File: src/rtl/time_of_day_counter.sv
// BCD hh:mm:ss time of day driven by a synchronised 1 Hz timebase.
// Optional 12-hour AM/PM mode: define TWELVE_HOUR_EN.
module time_of_day_counter #(
    parameter int SYNC_STAGES = 2
) (
    input  logic       clk,
    input  logic       rst,
    input  logic       tick_in,
    input  logic       run,
    input  logic       load_valid,
    output logic       load_ready,
    input  logic [7:0] load_hh,
    input  logic [7:0] load_mm,
    input  logic [7:0] load_ss,
`ifdef TWELVE_HOUR_EN
    input  logic       load_pm,
    output logic       pm,
`endif
    output logic       load_err,
    output logic [7:0] hh,
    output logic [7:0] mm,
    output logic [7:0] ss,
    output logic       sec_pulse,
    output logic       day_rollover
);

    localparam int MSB = SYNC_STAGES - 1;

    typedef enum logic [1:0] {IDLE, RUN, LOAD} state_t;

    state_t state_q, state_d;

    logic [MSB:0] sync_q;
    logic [MSB:0] fill_q;
    logic         edge_q;
    logic         arm_q;
    logic         rise;
    logic         accept;
    logic         ready_q;
    logic         ld_ok;

    logic [7:0] hh_q, hh_d;
    logic [7:0] mm_q, mm_d;
    logic [7:0] ss_q, ss_d;
    logic [7:0] ld_hh_q, ld_mm_q, ld_ss_q;
    logic       sp_q, sp_d;
    logic       dr_q, dr_d;
`ifdef TWELVE_HOUR_EN
    logic       pm_q, pm_d;
    logic       ld_pm_q;
`endif

    function automatic logic bcd_ok(input logic [7:0] v, input logic [7:0] max);
        return (v[3:0] <= 4'd9) && (v[7:4] <= 4'd9) && (v <= max);
    endfunction

    function automatic logic [7:0] bcd_inc(input logic [7:0] v);
        if (v[3:0] == 4'd9)
            return {v[7:4] + 4'd1, 4'd0};
        else
            return {v[7:4], v[3:0] + 4'd1};
    endfunction

    // fill_q/arm_q hold off edge detection until edge_q holds a real
    // sample, so a tick_in already high at reset release is not a rise.
    always_ff @(posedge clk or posedge rst) begin
        if (rst) begin
            sync_q <= '0;
            fill_q <= '0;
            edge_q <= 1'b0;
            arm_q  <= 1'b0;
        end else begin
            sync_q <= {sync_q[MSB-1:0], tick_in};
            fill_q <= {fill_q[MSB-1:0], 1'b1};
            edge_q <= sync_q[MSB];
            arm_q  <= fill_q[MSB];
        end
    end

    assign rise   = sync_q[MSB] & ~edge_q & arm_q;
    assign accept = load_valid & ready_q;

    always_comb begin
        state_d = state_q;
        unique case (state_q)
            IDLE: begin
                if (accept)   state_d = LOAD;
                else if (run) state_d = RUN;
            end
            RUN: begin
                if (accept)    state_d = LOAD;
                else if (!run) state_d = IDLE;
            end
            LOAD:    state_d = run ? RUN : IDLE;
            default: state_d = IDLE;
        endcase
    end

`ifdef TWELVE_HOUR_EN
    assign ld_ok = bcd_ok(ld_ss_q, 8'h59) && bcd_ok(ld_mm_q, 8'h59) &&
                   bcd_ok(ld_hh_q, 8'h12) && (ld_hh_q != 8'h00);
`else
    assign ld_ok = bcd_ok(ld_ss_q, 8'h59) && bcd_ok(ld_mm_q, 8'h59) &&
                   bcd_ok(ld_hh_q, 8'h23);
`endif

    always_comb begin
        hh_d = hh_q;
        mm_d = mm_q;
        ss_d = ss_q;
        sp_d = 1'b0;
        dr_d = 1'b0;
`ifdef TWELVE_HOUR_EN
        pm_d = pm_q;
`endif
        if (state_q == LOAD) begin
            if (ld_ok) begin
                hh_d = ld_hh_q;
                mm_d = ld_mm_q;
                ss_d = ld_ss_q;
`ifdef TWELVE_HOUR_EN
                pm_d = ld_pm_q;
`endif
            end
        end else if (state_q == RUN && run && rise && !accept) begin
            sp_d = 1'b1;
            if (ss_q == 8'h59) begin
                ss_d = 8'h00;
                if (mm_q == 8'h59) begin
                    mm_d = 8'h00;
`ifdef TWELVE_HOUR_EN
                    if (hh_q == 8'h12) begin
                        hh_d = 8'h01;
                    end else begin
                        hh_d = bcd_inc(hh_q);
                        if (hh_q == 8'h11) begin
                            pm_d = ~pm_q;
                            dr_d = pm_q;
                        end
                    end
`else
                    if (hh_q == 8'h23) begin
                        hh_d = 8'h00;
                        dr_d = 1'b1;
                    end else begin
                        hh_d = bcd_inc(hh_q);
                    end
`endif
                end else begin
                    mm_d = bcd_inc(mm_q);
                end
            end else begin
                ss_d = bcd_inc(ss_q);
            end
        end
    end

    always_ff @(posedge clk or posedge rst) begin
        if (rst) begin
            state_q <= IDLE;
            ready_q <= 1'b0;
`ifdef TWELVE_HOUR_EN
            hh_q    <= 8'h12;
            pm_q    <= 1'b0;
            ld_pm_q <= 1'b0;
`else
            hh_q    <= 8'h00;
`endif
            mm_q    <= 8'h00;
            ss_q    <= 8'h00;
            sp_q    <= 1'b0;
            dr_q    <= 1'b0;
            ld_hh_q <= 8'h00;
            ld_mm_q <= 8'h00;
            ld_ss_q <= 8'h00;
        end else begin
            state_q <= state_d;
            ready_q <= (state_d != LOAD);
            hh_q    <= hh_d;
            mm_q    <= mm_d;
            ss_q    <= ss_d;
            sp_q    <= sp_d;
            dr_q    <= dr_d;
`ifdef TWELVE_HOUR_EN
            pm_q    <= pm_d;
`endif
            if (accept) begin
                ld_hh_q <= load_hh;
                ld_mm_q <= load_mm;
                ld_ss_q <= load_ss;
`ifdef TWELVE_HOUR_EN
                ld_pm_q <= load_pm;
`endif
            end
        end
    end

    assign load_ready   = ready_q;
    assign load_err     = (state_q == LOAD) & ~ld_ok;
    assign hh           = hh_q;
    assign mm           = mm_q;
    assign ss           = ss_q;
    assign sec_pulse    = sp_q;
    assign day_rollover = dr_q;
`ifdef TWELVE_HOUR_EN
    assign pm           = pm_q;
`endif

endmodule

File: config.mk
export PLATFORM = sky130hd
export DESIGN_NAME = time_of_day_counter
export DESIGN_NICKNAME = d
export VERILOG_FILES = /design/src/rtl/time_of_day_counter.sv
export SDC_FILE = /design/constraint.sdc
export NUM_CORES = 1
export LEC_CHECK = 0
export CORE_MARGIN = 3
export CORE_UTILIZATION = 40
export CTS_BUF_LIST = sky130_fd_sc_hd__clkbuf_4 sky130_fd_sc_hd__clkbuf_8
export CTS_CLUSTER_DIAMETER = 30
export DETAILED_ROUTE_END_ITERATION = 6
export PLACE_DENSITY = 0.73
export REMOVE_ABC_BUFFERS = 1
export SLEW_MARGIN = 20
export SYNTH_ARGS = -nofsm -noshare
export SYNTH_HDL_FRONTEND = slang
export SYNTH_SLANG_ARGS = --single-unit
File: constraint.sdc
create_clock -name clk -period 1.7 [get_ports clk]
set_input_delay 0.34 -clock clk [delete_from_list [all_inputs] [get_ports clk]]
set_output_delay 0.34 -clock clk [all_outputs]
set_load 0.01 [all_outputs]
Word-level counts from Yosys, hierarchy flattened
Cells that the tools add are included.

storage, ports and cells
  bits of input ports = 29
  ROM bits = 0
  output and inout bits = 28
  bits in latches = 0
  memories = 0
  logic and storage cells = 104
  RAM bits = 0
  flip-flop bits (word level) = 59

cells by class
  $lt $le $gt $ge = 9
  mux-type cells = 31
  reductions and logical operators = 25
  shift-type cells = 0
  add/subtract/negate cells = 6
  divide/modulo/power cells = 0
  eq/ne operators = 10
  $mul = 0
  bitwise gates (word level) = 6

operators by type and width
  cell                                                  number
  two-way mux 8 bit                                     18
  adder 4 x 1 -> 4 bit (second input constant)          6
  <= comparator 4 bit (second input constant)           6
  equality test 8 x 7 -> 1 bit (second input constant)  2
  <= comparator 8 x 7 -> 1 bit (second input constant)  2
  equality test 4 bit (second input constant)           3
  logical AND 1 bit                                     11
  nonzero test 3 bit                                    3
  equality test 8 x 6 -> 1 bit (second input constant)  1
  <= comparator 8 x 6 -> 1 bit (second input constant)  1
  two-way mux 1 bit                                     8
  two-way mux 2 bit                                     4
  AND reduction 4 bit                                   2
  one-hot mux 2 bit (3 select lines)                    1
  AND reduction 3 bit                                   2
  nonzero test 2 bit                                    3
  AND reduction 5 bit                                   1
  AND 1 bit                                             4
  inequality test 2 bit (second input constant)         2
  equality test 2 x 1 -> 1 bit (second input constant)  1
  equality test 2 bit (second input constant)           1
  zero test 2 bit                                       1
  NOT 1 bit                                             2
  AND reduction 2 bit                                   1
  zero test 1 bit                                       1

Depth between registers and ports, before layout
  depth in word-level cells = 7
  depth in mapped cells = 8
  depth with buffers taken out = 7

Least setup slack after synthesis
No wires, ideal clock.

  path kind = register -> register
  from = register mm_q[1] (netlist: mm[1])
  to = register hh_q[5] (netlist: hh[5])
  buffers on the path = 0
  period minus slack after synthesis = 1.903 ns
  arrival = 1.778 ns
  data required time = 1.575 ns
  slack = -0.203 ns
  setup time = 0.125 ns
  stages on the path, launching flop included = 8
  cells stage by stage = dfrtp_1 inv_1 ha_1 nand3b_1 nor2_1 nand3_1 o21ai_2 mux2_2

on the way
  cells in the longest elaborated chain, start to end = 3

ends and longest elaborated chain
  item                           line  source
  start, declared                43    logic [7:0] mm_q, mm_d;
  start signal, assigned         180   mm_q <= mm_d;
  equality test 8 x 7 -> 1 bit   129   if (mm_q == 8'h59) begin
  nonzero test 2 bit (no line)   -
  AND reduction 5 bit (no line)  -
  end signal, assigned           179   hh_q <= hh_d;
  end, declared                  42    logic [7:0] hh_q, hh_d;

Every way passes these cells.
A chain may end at the register's enable or synchronous reset.

Worst setup path in the final report
  from = register ld_hh_q[6]
  to = register hh_q[5] (netlist: hh[5])

on the way
  cells in the longest elaborated chain, start to end = 6
  elaborated cells on any way between the ends = 7
  classes of those cells = order compare: 2; eq/ne: 1; reduce/logical: 4

ends and longest elaborated chain
  item                                                                                  line  source
  start, declared                                                                       45    logic [7:0] ld_hh_q, ld_mm_q, ld_ss_q;
  start signal, assigned                                                                188   ld_hh_q <= load_hh;
  parallel branches: the longest is 2 deep, another holds <= comparator 8 x 6 -> 1 bit  -
  logical AND 1 bit (*)                                                                 54    return (v[3:0] <= 4'd9) && (v[7:4] <= 4'd9) && (v <= max);
  logical AND 1 bit (*)                                                                 103   assign ld_ok = bcd_ok(ld_ss_q, 8'h59) && bcd_ok(ld_mm_q, 8'h59) &&
  inequality test 2 bit (no line) (*)                                                   -
  AND reduction 5 bit (no line) (*)                                                     -

Mark *: on every way between the ends.

==> impl_metrics.toml <==
[worst_setup_path]
worstPathArrival_ps = 2230
cp_top_family = "simple AND/OR/NAND/NOR gates"
crit_buf_inv = 1
crit_path_max_fanout = 5
start_kind = "flop"
critPathSlowestCell = "dfrtp_1"
reg2reg_depth = 6
critical_path.max_stage_delay_ps = 390
path_depth = 6
cp_cell_sequence = "nor4_2, nand4_1, buf_4, or3_4, o21ai_4, mux2_4"
critical_path_class = "flop to flop"
critPathCaptureType = "flop"
critPathRequiredTime_ps = 1930
r2r_setup_slack_ps = -310
reg2reg_from = "ld_hh_q[6]"
startpoint = "ld_hh_q[6]"

[die]
design.die.area_um2 = 8610
start_util_pct = 41.3
boundaryPins = 57
coreArea_um2 = 7290
die_h_um = 92.8
die_w_um = 92.8
rows = 31

[grt]
grt_use_total_pct = 19.8
grt_max_degree = 60
grt_pass1_wl_um = 13400
grt_overflow_total = 0
antenna_found_initial = 0
grt_pass1_vias = 2811

[layout]
fillers = 589
final_area_um2 = 4670
areaGrowthSynthToFinish_pct = 55.2
drive_gt1_share_pct = 40.5
finish.utilization_pct = 64.1
diodes = 0
finalNetCount = 458
ff_latch_area_um2 = 1480
multiInputGateArea_um2 = 1570

[logic_synthesis]
ys_types = 59
ys_async_sr_fraction_pct = 100
synth_warnings = 0
synth_edf_count = 0
ys_ff_latch = 59
synth-main-ff-cell = "dfrtp_1"
syn_area_per_cell_um2 = 11.2
synth-seq-area-share_pct = 49.0
syn_inst = 268
syn_area_um2 = 3010

[power_and_ir_drop]
p_sw_share_pct = 30.5
leakage_uw = 0.00228
pwr-share-seq_pct = 39.8
switchingPower_uw = 1350
peakVddDrop_uv = 508
power_frac_clock_pct = 27.0
p_int_uw = 3090
power_density_nw_per_um2 = 950
power_frac_comb_pct = 33.1

[placement]
dp_hpwl_um = 5900
place_worst_setup_slack_ps = -489
gp_congestion = 0.880
place_area_um2 = 4270
portBuffers = 56

[clocking]
cts_hold_buf = 0
cts_root_buf = "clkbuf_8"
cts.clk_slew.worst_paths_ps = 70
htree_num_levels = 3
clock_sinks = 59
clk_path_buf_depth = 2
worstSkewPairLatency_ps = 340
cts_tree = "yes"
cts_made_buffers = 9

[timing]
max_freq_mhz = 499
fin_setup_tns_ps = -5090
setup_violations = 25
drv_slew = 0
post-route-period-util_pct = 118
hold_viol_final = 0
clock_skew_ps = 6.34
fin_crit_ps = 2010
rsz0062_at_grt = "true"
fin_ws_ps = -306
hold_slack_ps = 352

[hold_path]
hold_class = "flop to flop"
hold_start = "sync_q[0]"
min_path_cells = 0

[route]
met1_length_um = 3570
drtIter0Drc = 135
ant_nets = 0
via_per_inst = 5.26
wl_met2_um = 4360
top_layer_used = "met4"
avgRoutedWirePerCell_um = 16.2
routed_wirelength_um = 8430
vias = 2740
first_pass_iters = 4
routed-wl-met3_um = 356
drcViolationCount = 0

[run]
maxCapViolCount = 0

[status]
violations = "negative setup slack"
status = "finished, violations left"
-- worst reg2reg max path: cells and delay by family, from the launching register on --
kind | cells | cell delay (ps)
flops | 1 | 390
simple gates | 3 | 920
mux | 1 | 320
compound gates | 1 | 100
buf+inv | 1 | 180
-- synthesized netlist by cell type, types with 2 or more instances --
master	count	share of area [%]
buf_2	2	0.33
a31oi_1	2	0.42
nand3_1	8	1.3
and3_1	3	0.62
clkbuf_1	5	0.62
ha_1	12	5.0
nand2_1	18	2.2
o21ai_0	9	1.5
nor3b_1	6	1.5
nand4_1	3	0.62
xnor2_1	3	0.87
dfrtp_1	59	49
nor4_1	2	0.42
a22oi_1	3	0.75
a21oi_2	2	0.58
and4_1	2	0.58
o221ai_1	2	0.58
nor4b_1	3	0.87
nand2b_1	2	0.42
a211oi_1	3	0.75
a21oi_1	13	2.2
a22o_1	3	0.87
mux2_2	27	10
nor3_1	7	1.2
nand3b_1	4	1.0
a221o_1	4	1.3
and3b_1	2	0.58
nor2b_1	3	0.62
a221oi_1	2	0.58
a211o_1	2	0.58
a21o_1	2	0.50
inv_1	11	1.4
o2bb2ai_1	3	0.87
nor2_1	11	1.4
-- sequential cells by signal (all words and copies together) (netlist names) --
name,cells
sec_pulse,1
ld_mm_q,8
sync_q,2
arm_q,1
ld_hh_q,8
load_ready,1
hh,8
state_q,2
edge_q,1
day_rollover,1
ss,8
ld_ss_q,8
mm,8
fill_q,2
-- cells in the final DEF (no fill, tap or decap), types with 4 or more instances in the layout --
master,netlist,layout
a221o_1,4,4
nand2_1,18,17
dfrtp_1,59,57
dlymetal6s2s_1,0,8
nor2_2,1,4
o21ai_0,9,8
dlygate4sd2_1,0,12
nand3b_1,4,4
clkbuf_8,0,11
clkdlybuf4s50_1,0,35
nor3b_1,6,4
nand3_1,8,6
a21oi_2,2,4
ha_1,12,11
nor2_1,11,7
buf_4,1,87
nor3_1,7,5
a21oi_1,13,11
inv_1,11,10
mux2_2,27,26
-- per-stage QoR --
step	cells	total power, uW
after floorplan	259	2380
after global placement	495	3120
after detailed placement	495	3170
after CTS	516	4390
after global routing	521	4670
final	521	4440
-- worst paths after layout --
path                               to
max                             hh[5]
min                         sync_q[1]
max reg2reg                     hh[5]
min reg2reg                 sync_q[1]
max in group asynchronous       hh[3]
min in group asynchronous  state_q[1]
-- cells by family (layout without fill, tap and decap cells) --
kind of cell	Yosys count	after routing	synth area share [%]
simple gates	83	83	16.6
compound gates	60	60	14.3
flops	59	59	49.0
mux	29	29	10.9
buf+inv	21	175	3.24
fa+ha+maj	12	12	4.99
xor+xnor	3	3	0.873
other cells	1	1	0.125
-- per-layer routing --
layer,vias to the layer above,track usage (%)
met4,0,6.96
met2,67,33.7
li1,1301,-
met5,-,0
met3,14,4.79
met1,1358,24.5
-- cell type report --
type	count	area share, %
Timing Repair Buffer	147	27.1
Sequential cell	59	31.6
Inverter	12	1.07
Multi-Input combinational cell	188	33.6
Tap cell	99	2.65
Clock buffer	14	3.72
Clock inverter	2	0.214
-- power by group through the flow --
stage / sequential, uW / clock [uW] / combinational (uW)
after global routing: 1800 / 1270 / 1600
after global placement: 1780 / 0 / 1340
after floorplan: 1870 / 0 / 511
after detailed placement: 1790 / 0 / 1380
final: 1770 / 1200 / 1470
after CTS: 1770 / 1220 / 1400
-- timing repair --
item / 4_1_cts / 5_1_grt
setup buffers: 5 / 5
pin swaps: 6 / 3
hold endpoints to repair: 0 / 0
endpoints found under the setup margin: 39 / 35
gates resized for setup: 37 / 20
(Power assumes the default switching activity.)
